### src/rtl/rv_pkg.sv
// RV32I decode constants shared by the ID stage and its register file.
// Latency: none (types, constants and a pure helper function only).
// Backpressure: not applicable.
package rv_pkg;

    localparam logic [6:0] OP     = 7'b0110011;
    localparam logic [6:0] OP_IMM = 7'b0010011;
    localparam logic [6:0] LOAD   = 7'b0000011;
    localparam logic [6:0] STORE  = 7'b0100011;
    localparam logic [6:0] BRANCH = 7'b1100011;
    localparam logic [6:0] JAL    = 7'b1101111;
    localparam logic [6:0] JALR   = 7'b1100111;
    localparam logic [6:0] LUI    = 7'b0110111;
    localparam logic [6:0] AUIPC  = 7'b0010111;

    localparam logic [3:0] ALU_ADD   = 4'd0;
    localparam logic [3:0] ALU_SUB   = 4'd1;
    localparam logic [3:0] ALU_AND   = 4'd2;
    localparam logic [3:0] ALU_OR    = 4'd3;
    localparam logic [3:0] ALU_XOR   = 4'd4;
    localparam logic [3:0] ALU_SLL   = 4'd5;
    localparam logic [3:0] ALU_SRL   = 4'd6;
    localparam logic [3:0] ALU_SRA   = 4'd7;
    localparam logic [3:0] ALU_SLT   = 4'd8;
    localparam logic [3:0] ALU_SLTU  = 4'd9;
    localparam logic [3:0] ALU_PASSB = 4'd10;

    typedef enum logic [2:0] {
        IMM_NONE, IMM_I, IMM_S, IMM_B, IMM_U, IMM_J
    } imm_type_e;

    typedef struct packed {
        logic       reg_write;
        logic       mem_read;
        logic       mem_write;
        logic       alu_src;
        logic       branch;
        logic       jump;
        logic       jalr;
        logic       illegal;
        logic [3:0] alu_op;
    } ctrl_t;

    // alt picks SUB/SRA; allow_sub is 0 for OP-IMM, where funct3=000 is always ADDI.
    function automatic logic [3:0] alu_from_f3(logic [2:0] f3, logic alt, logic allow_sub);
        logic [3:0] op;
        case (f3)
            3'b000:  op = (alt && allow_sub) ? ALU_SUB : ALU_ADD;
            3'b001:  op = ALU_SLL;
            3'b010:  op = ALU_SLT;
            3'b011:  op = ALU_SLTU;
            3'b100:  op = ALU_XOR;
            3'b101:  op = alt ? ALU_SRA : ALU_SRL;
            3'b110:  op = ALU_OR;
            default: op = ALU_AND;
        endcase
        return op;
    endfunction

endpackage

### src/rtl/id_stage_regfile.sv
// Register file: 2 combinational read ports, 1 write port, x0 hardwired to zero.
// Latency: reads are combinational; writes land on the rising clk edge.
// Backpressure: none; optional write-through forwards a same-cycle write to readers.
module regfile #(
    parameter int XLEN      = 32,
    parameter int NREGS     = 32,
    parameter bit BYPASS_EN = 1'b1
) (
    input  logic            clk,
    input  logic            reset,
    input  logic [4:0]      ra1,
    input  logic [4:0]      ra2,
    output logic [XLEN-1:0] rd1,
    output logic [XLEN-1:0] rd2,
    input  logic            we,
    input  logic [4:0]      wa,
    input  logic [XLEN-1:0] wd
);
    localparam int         IW      = (NREGS > 1) ? $clog2(NREGS) : 1;
    localparam logic [5:0] NREGS_W = 6'(NREGS);

    logic [XLEN-1:0] regs [NREGS];
    logic            wr_ok;

    // Indices at or beyond NREGS do not exist: writes are dropped, reads return zero.
    assign wr_ok = we && (wa != 5'd0) && ({1'b0, wa} < NREGS_W);

    always_ff @(posedge clk) begin
        if (!reset) begin
            for (int i = 0; i < NREGS; i++) regs[i] <= '0;
        end else if (wr_ok) begin
            regs[wa[IW-1:0]] <= wd;
        end
    end

    always_comb begin
        rd1 = '0;
        rd2 = '0;
        if (ra1 != 5'd0 && {1'b0, ra1} < NREGS_W) rd1 = regs[ra1[IW-1:0]];
        if (ra2 != 5'd0 && {1'b0, ra2} < NREGS_W) rd2 = regs[ra2[IW-1:0]];
        if (BYPASS_EN && wr_ok && wa == ra1) rd1 = wd;
        if (BYPASS_EN && wr_ok && wa == ra2) rd2 = wd;
    end

endmodule

### src/rtl/id_stage.sv
// RV32I decode stage: decode, regfile read, load-use detection, ID/EX register.
// Latency: 1 cycle from instr_in to the ID/EX outputs.
// Backpressure: stall holds ID/EX; hazard_stall asks fetch to hold and inserts a bubble.
module id_stage
    import rv_pkg::*;
#(
    parameter int XLEN      = 32,
    parameter int NREGS     = 32,
    parameter bit BYPASS_EN = 1'b1
) (
    input  logic            clk,
    input  logic            reset,
    input  logic            in_valid,
    input  logic [31:0]     instr_in,
    input  logic [XLEN-1:0] pc_in,
    input  logic            wb_reg_write,
    input  logic [4:0]      wb_rd,
    input  logic [XLEN-1:0] wb_data,
    input  logic            stall,
    input  logic            flush,
    output logic            hazard_stall,
    output logic            out_valid,
    output logic [XLEN-1:0] pc_out,
    output logic [XLEN-1:0] rs1_data,
    output logic [XLEN-1:0] rs2_data,
    output logic [XLEN-1:0] imm,
    output logic [4:0]      rs1,
    output logic [4:0]      rs2,
    output logic [4:0]      rd,
    output logic [2:0]      funct3,
    output logic [3:0]      alu_op,
    output logic            reg_write,
    output logic            mem_read,
    output logic            mem_write,
    output logic            alu_src,
    output logic            branch,
    output logic            jump,
    output logic            jalr,
    output logic            illegal
);
    logic [6:0]      opcode;
    logic [6:0]      funct7;
    logic [4:0]      src1, src2;
    logic [XLEN-1:0] rf_rd1, rf_rd2;
    logic [31:0]     imm32;
    imm_type_e       imm_type;
    ctrl_t           dec, ctrl_q;
    logic            use_rs1, use_rs2;

    assign opcode = instr_in[6:0];
    assign funct7 = instr_in[31:25];
    assign src1   = instr_in[19:15];
    assign src2   = instr_in[24:20];

    regfile #(.XLEN(XLEN), .NREGS(NREGS), .BYPASS_EN(BYPASS_EN)) u_regfile (
        .clk   (clk),
        .reset (reset),
        .ra1   (src1),
        .ra2   (src2),
        .rd1   (rf_rd1),
        .rd2   (rf_rd2),
        .we    (wb_reg_write),
        .wa    (wb_rd),
        .wd    (wb_data)
    );

    always_comb begin
        dec      = '0;
        imm_type = IMM_NONE;
        use_rs1  = 1'b1;
        use_rs2  = 1'b0;
        case (opcode)
            OP: begin
                dec.reg_write = 1'b1;
                dec.alu_op    = alu_from_f3(instr_in[14:12], funct7[5], 1'b1);
                dec.illegal   = (funct7 != 7'h00) && (funct7 != 7'h20);
                use_rs2       = 1'b1;
            end
            OP_IMM: begin
                dec.reg_write = 1'b1;
                dec.alu_src   = 1'b1;
                dec.alu_op    = alu_from_f3(instr_in[14:12], instr_in[30], 1'b0);
                imm_type      = IMM_I;
            end
            LOAD: begin
                dec.reg_write = 1'b1;
                dec.mem_read  = 1'b1;
                dec.alu_src   = 1'b1;
                imm_type      = IMM_I;
            end
            STORE: begin
                dec.mem_write = 1'b1;
                dec.alu_src   = 1'b1;
                imm_type      = IMM_S;
                use_rs2       = 1'b1;
            end
            BRANCH: begin
                dec.branch = 1'b1;
                dec.alu_op = (instr_in[14:13] == 2'b10) ? ALU_SLT  :
                             (instr_in[14:13] == 2'b11) ? ALU_SLTU : ALU_SUB;
                imm_type   = IMM_B;
                use_rs2    = 1'b1;
            end
            JAL: begin
                dec.reg_write = 1'b1;
                dec.jump      = 1'b1;
                dec.alu_src   = 1'b1;
                imm_type      = IMM_J;
                use_rs1       = 1'b0;
            end
            JALR: begin
                dec.reg_write = 1'b1;
                dec.jump      = 1'b1;
                dec.jalr      = 1'b1;
                dec.alu_src   = 1'b1;
                imm_type      = IMM_I;
            end
            LUI: begin
                dec.reg_write = 1'b1;
                dec.alu_src   = 1'b1;
                dec.alu_op    = ALU_PASSB;
                imm_type      = IMM_U;
                use_rs1       = 1'b0;
            end
            AUIPC: begin
                dec.reg_write = 1'b1;
                dec.alu_src   = 1'b1;
                imm_type      = IMM_U;
                use_rs1       = 1'b0;
            end
            default: dec.illegal = 1'b1;
        endcase
        // An illegal instruction must not change architectural state or redirect fetch.
        if (dec.illegal) begin
            dec.reg_write = 1'b0;
            dec.mem_read  = 1'b0;
            dec.mem_write = 1'b0;
            dec.branch    = 1'b0;
            dec.jump      = 1'b0;
        end
    end

    always_comb begin
        imm32 = '0;
        case (imm_type)
            IMM_I:   imm32 = {{20{instr_in[31]}}, instr_in[31:20]};
            IMM_S:   imm32 = {{20{instr_in[31]}}, instr_in[31:25], instr_in[11:7]};
            IMM_B:   imm32 = {{19{instr_in[31]}}, instr_in[31], instr_in[7],
                              instr_in[30:25], instr_in[11:8], 1'b0};
            IMM_U:   imm32 = {instr_in[31:12], 12'h000};
            IMM_J:   imm32 = {{11{instr_in[31]}}, instr_in[31], instr_in[19:12],
                              instr_in[20], instr_in[30:21], 1'b0};
            default: imm32 = '0;
        endcase
    end

    assign hazard_stall = in_valid && out_valid && ctrl_q.mem_read && (rd != 5'd0) &&
                          ((use_rs1 && src1 == rd) || (use_rs2 && src2 == rd));

    // Flush, hazard bubbles and invalid input all load the same all-zero ID/EX word.
    always_ff @(posedge clk) begin
        if (!reset || flush || (!stall && (hazard_stall || !in_valid))) begin
            out_valid <= 1'b0;
            pc_out    <= '0;
            rs1_data  <= '0;
            rs2_data  <= '0;
            imm       <= '0;
            rs1       <= '0;
            rs2       <= '0;
            rd        <= '0;
            funct3    <= '0;
            ctrl_q    <= '0;
        end else if (!stall) begin
            out_valid <= 1'b1;
            pc_out    <= pc_in;
            rs1_data  <= rf_rd1;
            rs2_data  <= rf_rd2;
            imm       <= XLEN'($signed(imm32));
            rs1       <= src1;
            rs2       <= src2;
            rd        <= instr_in[11:7];
            funct3    <= instr_in[14:12];
            ctrl_q    <= dec;
        end
    end

    assign reg_write = ctrl_q.reg_write;
    assign mem_read  = ctrl_q.mem_read;
    assign mem_write = ctrl_q.mem_write;
    assign alu_src   = ctrl_q.alu_src;
    assign branch    = ctrl_q.branch;
    assign jump      = ctrl_q.jump;
    assign jalr      = ctrl_q.jalr;
    assign illegal   = ctrl_q.illegal;
    assign alu_op    = ctrl_q.alu_op;

endmodule

### config.mk
export PLATFORM = sky130hd
export DESIGN_NAME = id_stage
export DESIGN_NICKNAME = d
export VERILOG_FILES = /design/src/rtl/rv_pkg.sv /design/src/rtl/id_stage_regfile.sv /design/src/rtl/id_stage.sv
export SDC_FILE = /design/constraint.sdc
export NUM_CORES = 2
export LEC_CHECK = 0
export BUFFER_PORTS_ARGS = -buffer_cell sky130_fd_sc_hd__buf_2
export CAP_MARGIN = 10
export CORE_AREA = 2 2 355 321
export CTS_CLUSTER_DIAMETER = 80
export CTS_CLUSTER_SIZE = 8
export DETAILED_ROUTE_END_ITERATION = 7
export DIE_AREA = 0 0 357 323
export HOLD_SLACK_MARGIN = 0.05
export PLACE_DENSITY = 0.8
export SYNTH_ARGS = -nofsm -noshare
export SYNTH_HDL_FRONTEND = slang
export SYNTH_SLANG_ARGS = --single-unit
### constraint.sdc
create_clock -name clk -period 4.1 [get_ports clk]
set_clock_uncertainty 0.1 [all_clocks]
set_input_delay 0.41 -clock clk [delete_from_list [all_inputs] [get_ports clk]]
set_output_delay 0.41 -clock clk [all_outputs]
set_load 0.05 [all_outputs]
==> flow_summary.json <==
{
  "synth_edf_count": 1024,
  "floorplan.initialDensity_pct": 55.4,
  "grt_pass1_wl_um": 312000,
  "layout-area-overhead-vs-synth_pct": 14.1,
  "async_flop_share_pct": 0,
  "dpl_cell_area_mm2": 0.0657,
  "ys_seq_elements": 1183,
  "worstReg2RegStart": "rd[3]",
  "status": "finished, violations left",
  "die_area_mm2": 0.115,
  "worstMarginPinSlew_ns": 1.17,
  "ff2ff_path_depth": 7,
  "fin_area_mm2": 0.0709,
  "cts_buffers": 165,
  "drt-pass1-iter-count": 8,
  "cp_data_required_time_ns": 3.59,
  "portBuffers": 266,
  "utilization_pct": 63.2,
  "hold_viol": 0,
  "cap_violations": 0,
  "syn_area_per_cell_um2": 12.2,
  "path_class": "flop to output port",
  "vias_per_cell": 6.87,
  "clock-sinks": 1183,
  "fin_crit_sh_pct": 76.4,
  "rsz0062_at_grt": "false",
  "rows": 117,
  "cts_root_buffer": "clkbuf_16",
  "final_common_cell": "edfxtp_1",
  "crit_fanout": 5,
  "clock_path_buffers": 3,
  "critPathLaunchType": "flop",
  "finalNetCount": 5371,
  "slew_headroom_pct": 21.8,
  "synth-seq-area-share_pct": 54.6,
  "wl_um": 219000,
  "timing.fmax_ghz": 0.319,
  "cts.clk_slew.worst_paths_ns": 0.05,
  "die_h_um": 323,
  "wl_per_cell_um": 32.0,
  "drive_above_1_share_pct": 15.2,
  "min_path_cells": 3,
  "place_congestion": 1.02,
  "dieWidth_um": 357,
  "mostFrequentLayoutCells": "1,024 x edfxtp_1, 994 x and2_1, 969 x mux2i_1, 460 x a22oi_1, 258 x buf_2",
  "hold_end": "imm[23]",
  "yosys_warnings": 0,
  "core_area_mm2": 0.112,
  "clk_latency_ns": 0.80,
  "hp-class": "input port to flop",
  "fin_cells": 6848,
  "post_cts_buffers": 0,
  "arrival_ns": 2.62,
  "dp_hpwl_um": 134000,
  "synth_area_mm2": 0.0621,
  "powerDensity_mw_per_mm2": 430,
  "finalSetupViolCount": 0,
  "maxSlewViolCount": 0,
  "synthFlopType": "edfxtp_1",
  "track_usage_pct": 37.3,
  "failed_checks": "design-rule violations",
  "synthCells": 5082,
  "power_leakage_nw": 27.5,
  "io_pins": 267,
  "placed_cells": 6534,
  "holdWs_ns": 0.117,
  "antenna_left": 0,
  "antenna_found_initial": 5,
  "ctsHtreeMaxLevel": 4,
  "cts_tree": "done",
  "r2r-end": "rs1[3]",
  "initialDrtViolationCount": 7829,
  "drc": 12,
  "hp-start": "instr_in[23]",
  "grt_pass1_vias": 45800,
  "endpoint_kind": "output port",
  "setup_tns_ns": 0,
  "grt-ovfl-total": 0,
  "vias": 47000,
  "ir_worst_vdd_mv": 0.471,
  "grt_start_max_net_pins": 107,
  "r2r_setup_slack_ns": 1.57,
  "yosysUniqueCellTypes": 59,
  "period_needed_ns": 3.13
}
-- synthesized netlist by cell type, drive strengths merged, types with 3 or more instances --
cell	number	area (um2)
xnor2	9	78.8
and2	999	6250
nand2	66	248
nand3b	6	45.0
clkbuf	357	1340
nand3	216	1080
nor2	127	477
buf	158	848
and3	3	18.8
a21o	9	67.6
a22o	4	35.0
nand4	51	319
a221oi	87	762
mux4	67	1510
nor3	57	385
a21oi	60	323
nor4	5	61.3
or4	3	22.5
a211oi	4	30.0
a22oi	460	3450
mux2i	969	9700
o21ai	37	185
dfxtp	159	3180
edfxtp	1024	30700
inv	31	116
nand2b	5	31.3
xor2	11	96.3
nor2b	71	444
-- where the power goes --
part	total [mW]	leakage, nW	switching (mW)	internal, mW
Sequential	14.1	11.0	0.398	13.7
Clock	12.6	2.23	5.14	7.50
Combinational	3.72	14.3	2.50	1.22
Total	30.5	27.5	8.03	22.5
-- worst max-delay path by stage --
stage                            endpoint      from  cells after the start  slack [ns]
floorplan            u_regfile.regs[8][0]  wb_rd[3]                      4        0.15
global placement    u_regfile.regs[28][7]     reset                      6        0.92
detailed placement  u_regfile.regs[28][9]     reset                      6        0.87
CTS                          hazard_stall     rd[3]                      6        0.94
global route                 hazard_stall     rd[1]                      6        0.87
finish                       hazard_stall     rd[3]                      6        0.97
-- layout make-up --
| class | count | area, um2 |
|---|---|---|
| inverter | 31 | 116 |
| timing repair buffer | 499 | 3720 |
| antenna | 8 | 20.0 |
| fill | 8323 | 41300 |
| multi-input combinational | 3384 | 26600 |
| clock buffer | 247 | 4520 |
| clock inverter | 9 | 120 |
| tap | 1487 | 1860 |
| sequential | 1183 | 33900 |
-- per-layer routing --
metal / up-vias / routed length, um / track usage (%)
li1: 19200 / - / -
met1: 22900 / 77000 / 47.7
met2: 3995 / 94900 / 55.7
met3: 874 / 29300 / 9.38
met4: 6 / 18000 / 26.2
met5: - / 49 / 0
-- worst max-delay path, cell delays in order, from the launching register on --
cell and delay, ns:
dfxtp_1 0.43, xnor2_1 0.16, nand3_1 0.10, or4_1 0.54, a21oi_2 0.23, and2_1 0.15, buf_2 0.25
-- flip-flops by register name, summed over array words and instances, names as in the netlist --
name,cells
u_regfile.regs,1024
imm,32
pc_out,32
rs1_data,32
rs2_data,32
rd,5
rs1,5
rs2,5
alu_op,4
funct3,3
alu_src,1
branch,1
illegal,1
jalr,1
jump,1
mem_read,1
mem_write,1
out_valid,1
reg_write,1
-- cell families after synthesis --
logic type,synth area share (%)
AND/OR/NAND/NOR,15.2
buffers and inverters,3.71
other,0.00604
AO/OA/AOI/OAI,8.09
multiplexers,18.1
flip-flops,54.6
XOR/XNOR,0.282
-- metrics by stage --
step | worst slack (ns) | power (mW)
3_5_place_dp | 0.873 | 17.9
5_1_grt | 0.871 | 31.1
4_1_cts | 0.942 | 30.3
3_3_place_gp | 0.916 | 17.7
2_1_floorplan | 0.151 | 16.5
6_report | 0.966 | 30.5
-- repair_timing --
| action | CTS | global route |
|---|---|---|
| resized for setup | 0 | 0 |
| hold buffers | 50 | 0 |
| endpoints found under the hold margin | 66 | 0 |
Power figures use the tool's default switching activity.
